## config.mk

```make
export PLATFORM = sky130hd
export DESIGN_NAME = uart_rcvr
export DESIGN_NICKNAME = d
export VERILOG_FILES = /design/src/rtl/uart_rcvr.sv
export SDC_FILE = /design/constraint.sdc
export NUM_CORES = 1
export LEC_CHECK = 0
export BUFFER_PORTS_ARGS = -buffer_cell sky130_fd_sc_hd__buf_4
export CAP_MARGIN = 20
export CORE_ASPECT_RATIO = 0.6
export CORE_MARGIN = 3
export CORE_UTILIZATION = 40
export CTS_BUF_LIST = sky130_fd_sc_hd__clkbuf_8
export CTS_CLUSTER_SIZE = 14
export DETAILED_ROUTE_END_ITERATION = 16
export GPL_TIMING_DRIVEN = 0
export PLACE_DENSITY_LB_ADDON = 0.05
export SETUP_SLACK_MARGIN = 0.05
export SLEW_MARGIN = 20
export SYNTH_ARGS = -nofsm -noshare
export SYNTH_HDL_FRONTEND = slang
export SYNTH_SLANG_ARGS = --single-unit
```

## constraint.sdc

```tcl
create_clock -name clk_i -period 1.82 [get_ports clk_i]
set_input_delay 0.273 -clock clk_i [delete_from_list [all_inputs] [get_ports clk_i]]
set_output_delay 0.273 -clock clk_i [all_outputs]
set_load 0.005 [all_outputs]
```

## src/rtl/uart_rcvr.sv

```systemverilog
`default_nettype none
`timescale 1ns/1ps
// ============================================================================
//  Module   : uart_rcvr
//  Brief    : Oversampled async serial receiver, 3-sample majority per bit.
//  Revision : 1.0 - initial release
// ============================================================================
module uart_rcvr #(
    parameter int DATA_WIDTH = 8,
    parameter int STOP_BITS  = 2,
    parameter int OVERSAMPLE = 16
) (
    input  logic                  clk_i,
    input  logic                  rst_ni,
    input  logic                  serial_i,
    input  logic                  sample_tick_i,
    output logic [DATA_WIDTH-1:0] rx_data_o,
    output logic                  rx_valid_o,
    output logic                  frame_err_o,
    output logic                  busy_o
);

    localparam int TW = $clog2(OVERSAMPLE);
    localparam int BW = $clog2(DATA_WIDTH);
    localparam logic [TW-1:0] c_mid       = TW'(OVERSAMPLE / 2);
    localparam logic [TW-1:0] c_mid_m1    = TW'(OVERSAMPLE / 2 - 1);
    localparam logic [TW-1:0] c_decide    = TW'(OVERSAMPLE / 2 + 1);
    localparam logic [TW-1:0] c_last_tick = TW'(OVERSAMPLE - 1);
    localparam logic [BW-1:0] c_last_bit  = BW'(DATA_WIDTH - 1);
    localparam logic          c_last_stop = 1'(STOP_BITS - 1);

    typedef enum logic [1:0] {
        RX_IDLE  = 2'd0,
        RX_START = 2'd1,
        RX_DATA  = 2'd2,
        RX_STOP  = 2'd3
    } rx_state_t;

    rx_state_t r_state, w_state_next;

    logic                  r_sync1, r_sync2;
    logic [TW-1:0]         r_tick_cnt;
    logic [BW-1:0]         r_bit_cnt;
    logic                  r_stop_cnt;
    logic                  r_armed;
    logic                  r_err;
    logic                  r_samp0, r_samp1;
    logic [DATA_WIDTH-1:0] r_shreg;

    logic w_rx_s, w_decide, w_maj, w_err_next, w_frame_end;

    assign w_rx_s     = r_sync2;
    assign w_decide   = sample_tick_i && (r_tick_cnt == c_decide);
    assign w_maj      = (r_samp0 & r_samp1) | (r_samp0 & w_rx_s) | (r_samp1 & w_rx_s);
    assign w_err_next = r_err | ~w_maj;

    always_comb begin
        w_state_next = r_state;
        w_frame_end  = 1'b0;
        busy_o       = 1'b0;
        case (r_state)
            RX_IDLE: begin
                if (sample_tick_i && !w_rx_s && r_armed)
                    w_state_next = RX_START;
            end
            RX_START: begin
                busy_o = 1'b1;
                if (w_decide)
                    w_state_next = w_maj ? RX_IDLE : RX_DATA;
            end
            RX_DATA: begin
                busy_o = 1'b1;
                if (w_decide && (r_bit_cnt == c_last_bit))
                    w_state_next = RX_STOP;
            end
            RX_STOP: begin
                busy_o = 1'b1;
                if (w_decide && (r_stop_cnt == c_last_stop)) begin
                    w_state_next = RX_IDLE;
                    w_frame_end  = 1'b1;
                end
            end
            default: w_state_next = RX_IDLE;
        endcase
    end

    always_ff @(posedge clk_i or negedge rst_ni) begin
        if (!rst_ni) r_state <= RX_IDLE;
        else         r_state <= w_state_next;
    end

    always_ff @(posedge clk_i or negedge rst_ni) begin
        if (!rst_ni) begin
            r_sync1     <= 1'b1;
            r_sync2     <= 1'b1;
            r_tick_cnt  <= '0;
            r_bit_cnt   <= '0;
            r_stop_cnt  <= 1'b0;
            r_armed     <= 1'b1;
            r_err       <= 1'b0;
            r_samp0     <= 1'b1;
            r_samp1     <= 1'b1;
            r_shreg     <= '0;
            rx_data_o   <= '0;
            rx_valid_o  <= 1'b0;
            frame_err_o <= 1'b0;
        end else begin
            r_sync1     <= serial_i;
            r_sync2     <= r_sync1;
            rx_valid_o  <= 1'b0;
            frame_err_o <= 1'b0;
            if (sample_tick_i) begin
                if (r_state == RX_IDLE) begin
                    // The start-detect tick is tick 0 of the start bit.
                    r_tick_cnt <= '0;
                    if (w_rx_s) r_armed <= 1'b1;
                end else begin
                    r_tick_cnt <= (r_tick_cnt == c_last_tick) ? '0 : r_tick_cnt + 1'b1;
                    if (r_tick_cnt == c_mid_m1) r_samp0 <= w_rx_s;
                    if (r_tick_cnt == c_mid)    r_samp1 <= w_rx_s;
                end
            end
            if (w_decide) begin
                case (r_state)
                    RX_START: r_bit_cnt <= '0;
                    RX_DATA: begin
                        r_shreg   <= {w_maj, r_shreg[DATA_WIDTH-1:1]};
                        r_bit_cnt <= r_bit_cnt + 1'b1;
                        if (r_bit_cnt == c_last_bit) begin
                            r_stop_cnt <= 1'b0;
                            r_err      <= 1'b0;
                        end
                    end
                    RX_STOP: begin
                        r_stop_cnt <= r_stop_cnt + 1'b1;
                        r_err      <= w_err_next;
                    end
                    default: ;
                endcase
            end
            if (w_frame_end) begin
                rx_data_o   <= r_shreg;
                rx_valid_o  <= ~w_err_next;
                frame_err_o <= w_err_next;
                // A bad frame (e.g. a break) must see the line high before re-arming.
                if (w_err_next) r_armed <= 1'b0;
            end
        end
    end

endmodule
`default_nettype wire

```

==> reports/qor.yml, run 1 <==
drcViolationCount: 0
cp-end-kind: "flip-flop"
initial_utilization_pct: 42.83
critical_path_class: "reg2reg"
tns_ns: 0
htree_levels: 2
synthCells: 133
antenna_found_initial: 0
drt_first_pass_iters: 4
die_w_um: 88.20
slowest_stage: "dfrtp_1"
nets: 174
row_count: 17
hold_ws_ns: 0.1000
power.leakage_uw: 0.0009411
finalCriticalPeriod_ns: 1.724
yosys.cell_types.count: 35
wire_per_inst_um: 14.19
rsz0062_at_grt: "false"
maxSlewViolCount: 0
synth_area_leaders: "dfrtp_1 45%, dfstp_2 8.1%, ha_1 7.7%"
cts.reportedPaths.clkPinSlew_ns: 0.07
reg2reg_to: "rx_data_o[3]"
critPathRequiredTime_ns: 1.99
cp-start-kind: "flip-flop"
fp.coreArea_sq_mm: 0.003786
drt_iter0_markers: 29
p_per_area_mw_per_mm2: 1132
irDropWorstVdd_uv: 631.3
dpl.cell_count: 194
antenna_left: 0
layout-drive-gt1-share_pct: 37.27
async_flop_share_pct: 100.0
overflow: 0
timing.rr.start: "r_tick_cnt[1]"
yosysTopAreaCell: "dfrtp_1"
dp_slack_ns: 0.05282
insertion_delay_ns: 0.28
ff2ff_path_depth: 7
track_usage_pct: 13.11
ys_warn_count: 0
synth_area_sq_mm: 0.001622
clockBufferDepth: 2
skew_ns: 0.003899
diodes: 0
cts_tree: "yes"
fp.dieH_um: 55.32
tightest_slew_ns: 0.4209
fmax_ghz: 0.5799
port_buffers: 14
setup_viol: 0
ios: 15
synth_edf_count: 0
fin_cells: 208
hold_path_depth: 1
synth-seq-cells: 34
synth_most_common_cell: "dfrtp_1"
synth_xor_area_share_pct: 0
worstHoldEndpoint: "r_sync1"
synth_top_family_by_area: "multiplexers"
muxShareOfSynthArea_pct: 14.89
synth_seq_area_share_pct: 52.85
r2r_slack_ns: 0.1
syn-num-nets: 147
post_drt_via_cell_ratio: 5.130
setup_slack_ns: 0.09561
syn2layout_area_growth_pct: 21.14
post-route-period-util_pct: 94.75
cp_max_fo: 5
root_buffer: "clkbuf_8"
status: "completed"
synth_simple_gate_area_share_pct: 11.11
worstHoldPathType: "in2reg"
synth_ff_type: "dfrtp_1"
synth_top_area_share_pct: 44.75
gp_congestion: 0.7464
cts_made_buffers: 5
max_stage_delay_ns: 0.40
grt_pass1_wl_mm: 4.761
path_cells: "inv_2 -> ha_4 -> and4b_1 -> buf_6 -> and3_4 -> clkbuf_16 -> mux2_4"
synth_adder_area_share_pct: 8.333
min-delay-start: "serial_i"
hold_violations: 0
relSlewSlack_pct: 71.94
synth_compound_area_share_pct: 8.333
wl_mm: 2.951
vias: 1067
avgSynthCellArea_sq_um: 12.19
max_cap_viol_count: 0
place_hpwl_mm: 2.035
cts.sinks: 34
grt_max_degree: 35
synthTopCellsByCount: "29 x dfrtp_1, 11 x nand2_1, 10 x ha_1, 10 x inv_1, 10 x o21ai_0"
grt_pass1_vias: 959
die-area_sq_mm: 0.004879
worstPathArrival_ns: 1.89
critPathLaunch: "r_tick_cnt[1]"
==> layout by cell type (no fill, tap or decap), types with 5 or more instances in the layout <==
master,n
dfrtp_1,28
buf_4,18
nand2_1,11
inv_1,10
o21ai_0,10
mux2_2,9
ha_1,9
mux2_4,8
clkbuf_8,6
dfstp_2,5
==> final cells by class <==
cell class                      instances  area, sq um
Inverter                               10        37.54
Fill cell                             338         1822
Timing Repair Buffer                   21        175.2
Clock buffer                            6        82.58
Multi-Input combinational cell         85        706.9
Tap cell                               47        58.81
Buffer                                  3        36.28
Sequential cell                        34        858.3
Clock inverter                          2        8.758
==> through the flow <==
stage               total power [uW]  utilization [%]  instance area [sq um]
finish                          2224            51.88                   1964
global placement                1588            47.16                   1785
floorplan                       1429                -                   1622
global route                    2397            51.88                   1964
CTS                             2192            50.17                   1899
detailed placement              1608            47.16                   1785
==> power by group <==
| group | leakage (uW) | switching [uW] | internal, uW |
|---|---|---|---|
| registers | 0.000446 | 121 | 894 |
| logic | 0.000442 | 353 | 296 |
| clock network | 0.0000524 | 261 | 299 |
| total | 0.000941 | 735 | 1490 |
==> registers in the layout, summed over array words and instances, names as in the netlist, named ones only <==
signal,cells
r_sync1,1
r_stop_cnt,1
frame_err_o,1
r_shreg,8
r_samp0,1
r_tick_cnt,4
r_state,1
r_bit_cnt,3
r_err,1
rx_valid_o,1
r_armed,1
rx_data_o,8
r_samp1,1
r_sync2,1
==> kinds of logic (layout without fill, tap and decap cells) <==
family / Yosys count / after routing
and+or+nand+nor: 32 / 32
buffers and inverters: 14 / 42
DFF: 34 / 34
muxes: 19 / 19
AOI/OAI and AO/OA: 23 / 23
adders and majority gates: 11 / 11
==> what timing repair did <==
action	CTS	global route
hold buffers	1	0
endpoints found under the setup margin	8	18
pin swaps	0	1
setup buffers	1	3
endpoints found under the hold margin	29	0
cloned	0	2
resized for setup	1	5
==> worst max-delay path, delay by kind of cell, from the launching register on <==
family | cells | cell delay, ns
fa+ha+maj | 1 | 0.13
buf+inv | 3 | 0.37
flops | 1 | 0.40
mux | 1 | 0.29
simple gates | 2 | 0.44
==> how the worst max path moves through the flow <==
stage,depth (start not counted),end
4_1_cts,7,rx_data_o[6]
2_1_floorplan,7,rx_data_o[0]
3_5_place_dp,7,rx_data_o[6]
6_report,7,rx_data_o[3]
3_3_place_gp,7,rx_data_o[5]
5_1_grt,7,rx_data_o[0]
==> per-layer routing <==
layer	GRT usage, %	wire [um]
met1	20.66	1591
met2	15.55	1197
met3	4.918	155
met4	5.172	6
met5	0	0
(Power assumes the default switching activity.)
==> run 2: changes to the inputs <==
Settings changed: CTS_BUF_LIST sky130_fd_sc_hd__clkbuf_8 to sky130_fd_sc_hd__clkbuf_4 sky130_fd_sc_hd__clkbuf_8, RECOVER_POWER set to 100.
==> run 2 against run 1 <==
Clock skew increased by 0.0025 ns. Final area is 1.5% lower. Critical path type unchanged. Core utilization fell by 0.76 points. Fmax down 1.1%. Clock power rose by 3.7%. Worst hold slack gained 0.0047 ns. Die area stayed put. Cell count stayed put. Via count down 2.2%.
==> reports/qor.yml, run 2 (synthesis results as in run 1) <==
grt_pass1_vias: 960  # +0.10%
irDropWorstVdd_uv: 617.0  # -2.3%
port_buffers: 14  # unchanged
cp_max_fo: 5  # unchanged
tightest_slew_ns: 0.8240  # +0.4031 ns
finalCriticalPeriod_ns: 1.743  # +0.01908 ns
status: "completed"
cp-end-kind: "flip-flop"
cts_made_buffers: 5  # unchanged
hold_violations: 0  # unchanged
setup_viol: 0  # unchanged
maxSlewViolCount: 0  # unchanged
layout-drive-gt1-share_pct: 32.30  # -5.0 points
nets: 174  # unchanged
drcViolationCount: 0  # unchanged
gp_congestion: 0.7464  # unchanged
slowest_stage: "dfrtp_1"
insertion_delay_ns: 0.28  # about the same
fp.dieH_um: 55.32  # unchanged
cts.reportedPaths.clkPinSlew_ns: 0.07  # about the same
clockBufferDepth: 2  # unchanged
final_cell_mix: "28 x dfrtp_1, 13 x clkbuf_4, 11 x nand2_1"
post-route-period-util_pct: 95.79  # +1.0 points
cp-start-kind: "flip-flop"
skew_ns: 0.006362  # +0.002464 ns
place_hpwl_mm: 2.035  # unchanged
cp_top_family: "simple AND/OR/NAND/NOR gates"
ios: 15  # unchanged
die_w_um: 88.20  # unchanged
post_drt_via_cell_ratio: 5.014  # -2.2%
vias: 1043  # -2.2%
crit_buf_inv: 3  # unchanged
track_usage_pct: 13.15  # +0.039 points
reg.largest.list: "r_shreg: 8 flops, rx_data_o: 8 flops, r_tick_cnt: 4 flops"
drt_first_pass_iters: 4  # unchanged
fp.coreArea_sq_mm: 0.003786  # unchanged
fillerInstances: 343  # +1.5%
cts_tree: "yes"
place_area_sq_mm: 0.001785  # unchanged
power.leakage_uw: 0.0009252  # -1.7%
top_layer_used: "met3"
row_count: 17  # unchanged
wl_met3_um: 104  # -33%
worstPathArrival_ns: 1.91  # +0.02 ns
relSlewSlack_pct: 45.07  # -27 points
drt_iter0_markers: 33  # +14%
wl_met1_mm: 1.625  # +2.1%
rsz0062_at_grt: "false"
diodes: 0  # unchanged
fmax_ghz: 0.5736  # -1.1%
htree_levels: 2  # unchanged
die-area_sq_mm: 0.004879  # unchanged
antenna_left: 0  # unchanged
tns_ns: 0  # unchanged
overflow: 0  # unchanged
wire_per_inst_um: 14.00  # -1.3%
root_buffer: "clkbuf_8"
syn2layout_area_growth_pct: 19.37
final_cell_area_sq_mm: 0.001936  # -1.5%
cts.sinks: 34  # unchanged
initial_utilization_pct: 42.83  # unchanged
critical_path_class: "reg2reg"
grt_pass1_wl_mm: 4.774  # +0.27%
worstHoldPathType: "in2reg"
final_common_cell: "dfrtp_1"
critPathRequiredTime_ns: 1.99  # about the same
max_cap_viol_count: 0  # unchanged
path_cells: "inv_2 -> ha_4 -> and4b_1 -> buf_6 -> and3_4 -> clkbuf_16 -> mux2_1"
route.met2.wl_mm: 1.182  # -1.3%
max_stage_delay_ns: 0.40  # about the same
p_per_area_mw_per_mm2: 1151  # +1.7%
wl_mm: 2.912  # -1.3%
final_util_pct: 51.12  # -0.76 points
antenna_found_initial: 0  # unchanged
grt_max_degree: 35  # unchanged
-- run 2: final cells by class --
type | instances | area [sq um] | share of cell area (%)
sequential | 34 | 858.3 | 44.34
buffer | 3 | 36.28 | 1.875
inverter | 10 | 37.54 | 1.939
clock inverter | 1 | 5.005 | 0.2586
timing repair buffer | 21 | 167.7 | 8.662
multi-input combinational | 85 | 681.9 | 35.23
tap | 47 | 58.81 | 3.038
clock buffer | 7 | 90.09 | 4.654
-- run 2: what timing repair did --
action / CTS / global route
setup buffers: 1 / 3
resized for setup: 1 / 5
endpoints found under the hold margin: 29 / 0
hold buffers: 1 / 0
setup endpoints to repair: 8 / 18
pin swaps: 0 / 1
cloned: 0 / 2
-- run 2: power by group --
| part | total, uW | switching, uW | leakage [uW] | internal, uW |
|---|---|---|---|---|
| Clock | 582 | 262 | 0.0000517 | 320 |
| Combinational | 634 | 348 | 0.000427 | 286 |
| Sequential | 1010 | 119 | 0.000446 | 894 |
-- run 2: worst reg2reg max path: cells and delay by family, from the launching register on --
| family | cells | cell delay (ns) |
|---|---|---|
| fa+ha+maj | 1 | 0.13 |
| buf+inv | 3 | 0.36 |
| flops | 1 | 0.40 |
| mux | 1 | 0.31 |
| simple gates | 2 | 0.44 |
-- run 2: worst paths after layout --
kind,from,end,slack [ns],cells after the start
hold reg to reg,r_sync1,r_sync2,0.36,0
max in group asynchronous,rst_ni,r_tick_cnt[0],0.63,2
min in group asynchronous,rst_ni,r_shreg[2],0.62,2
setup / recovery,r_tick_cnt[1],rx_data_o[1],0.08,7
hold / removal,serial_i,r_sync1,0.10,1
setup reg to reg,r_tick_cnt[1],rx_data_o[1],0.08,7
-- run 2: per-layer routing --
layer | global-route usage (%) | up-vias
met5 | 0 | -
met2 | 15.55 | 14
met1 | 20.79 | 507
met3 | 4.918 | 0
li1 | - | 522
met4 | 5.172 | 0
-- run 2: through the flow --
stage | hold slack (ns) | total power, uW | cells | setup WS [ns]
finish | 0.1048 | 2228 | 208 | 0.07654
detailed placement | 0.2457 | 1608 | 194 | 0.05282
CTS | 0.09321 | 2213 | 204 | 0.06936
global placement | 0.2400 | 1588 | 194 | 0.05218
floorplan | -0.02259 | 1429 | 133 | 0.1606
global route | 0.09445 | 2407 | 208 | 0.03234
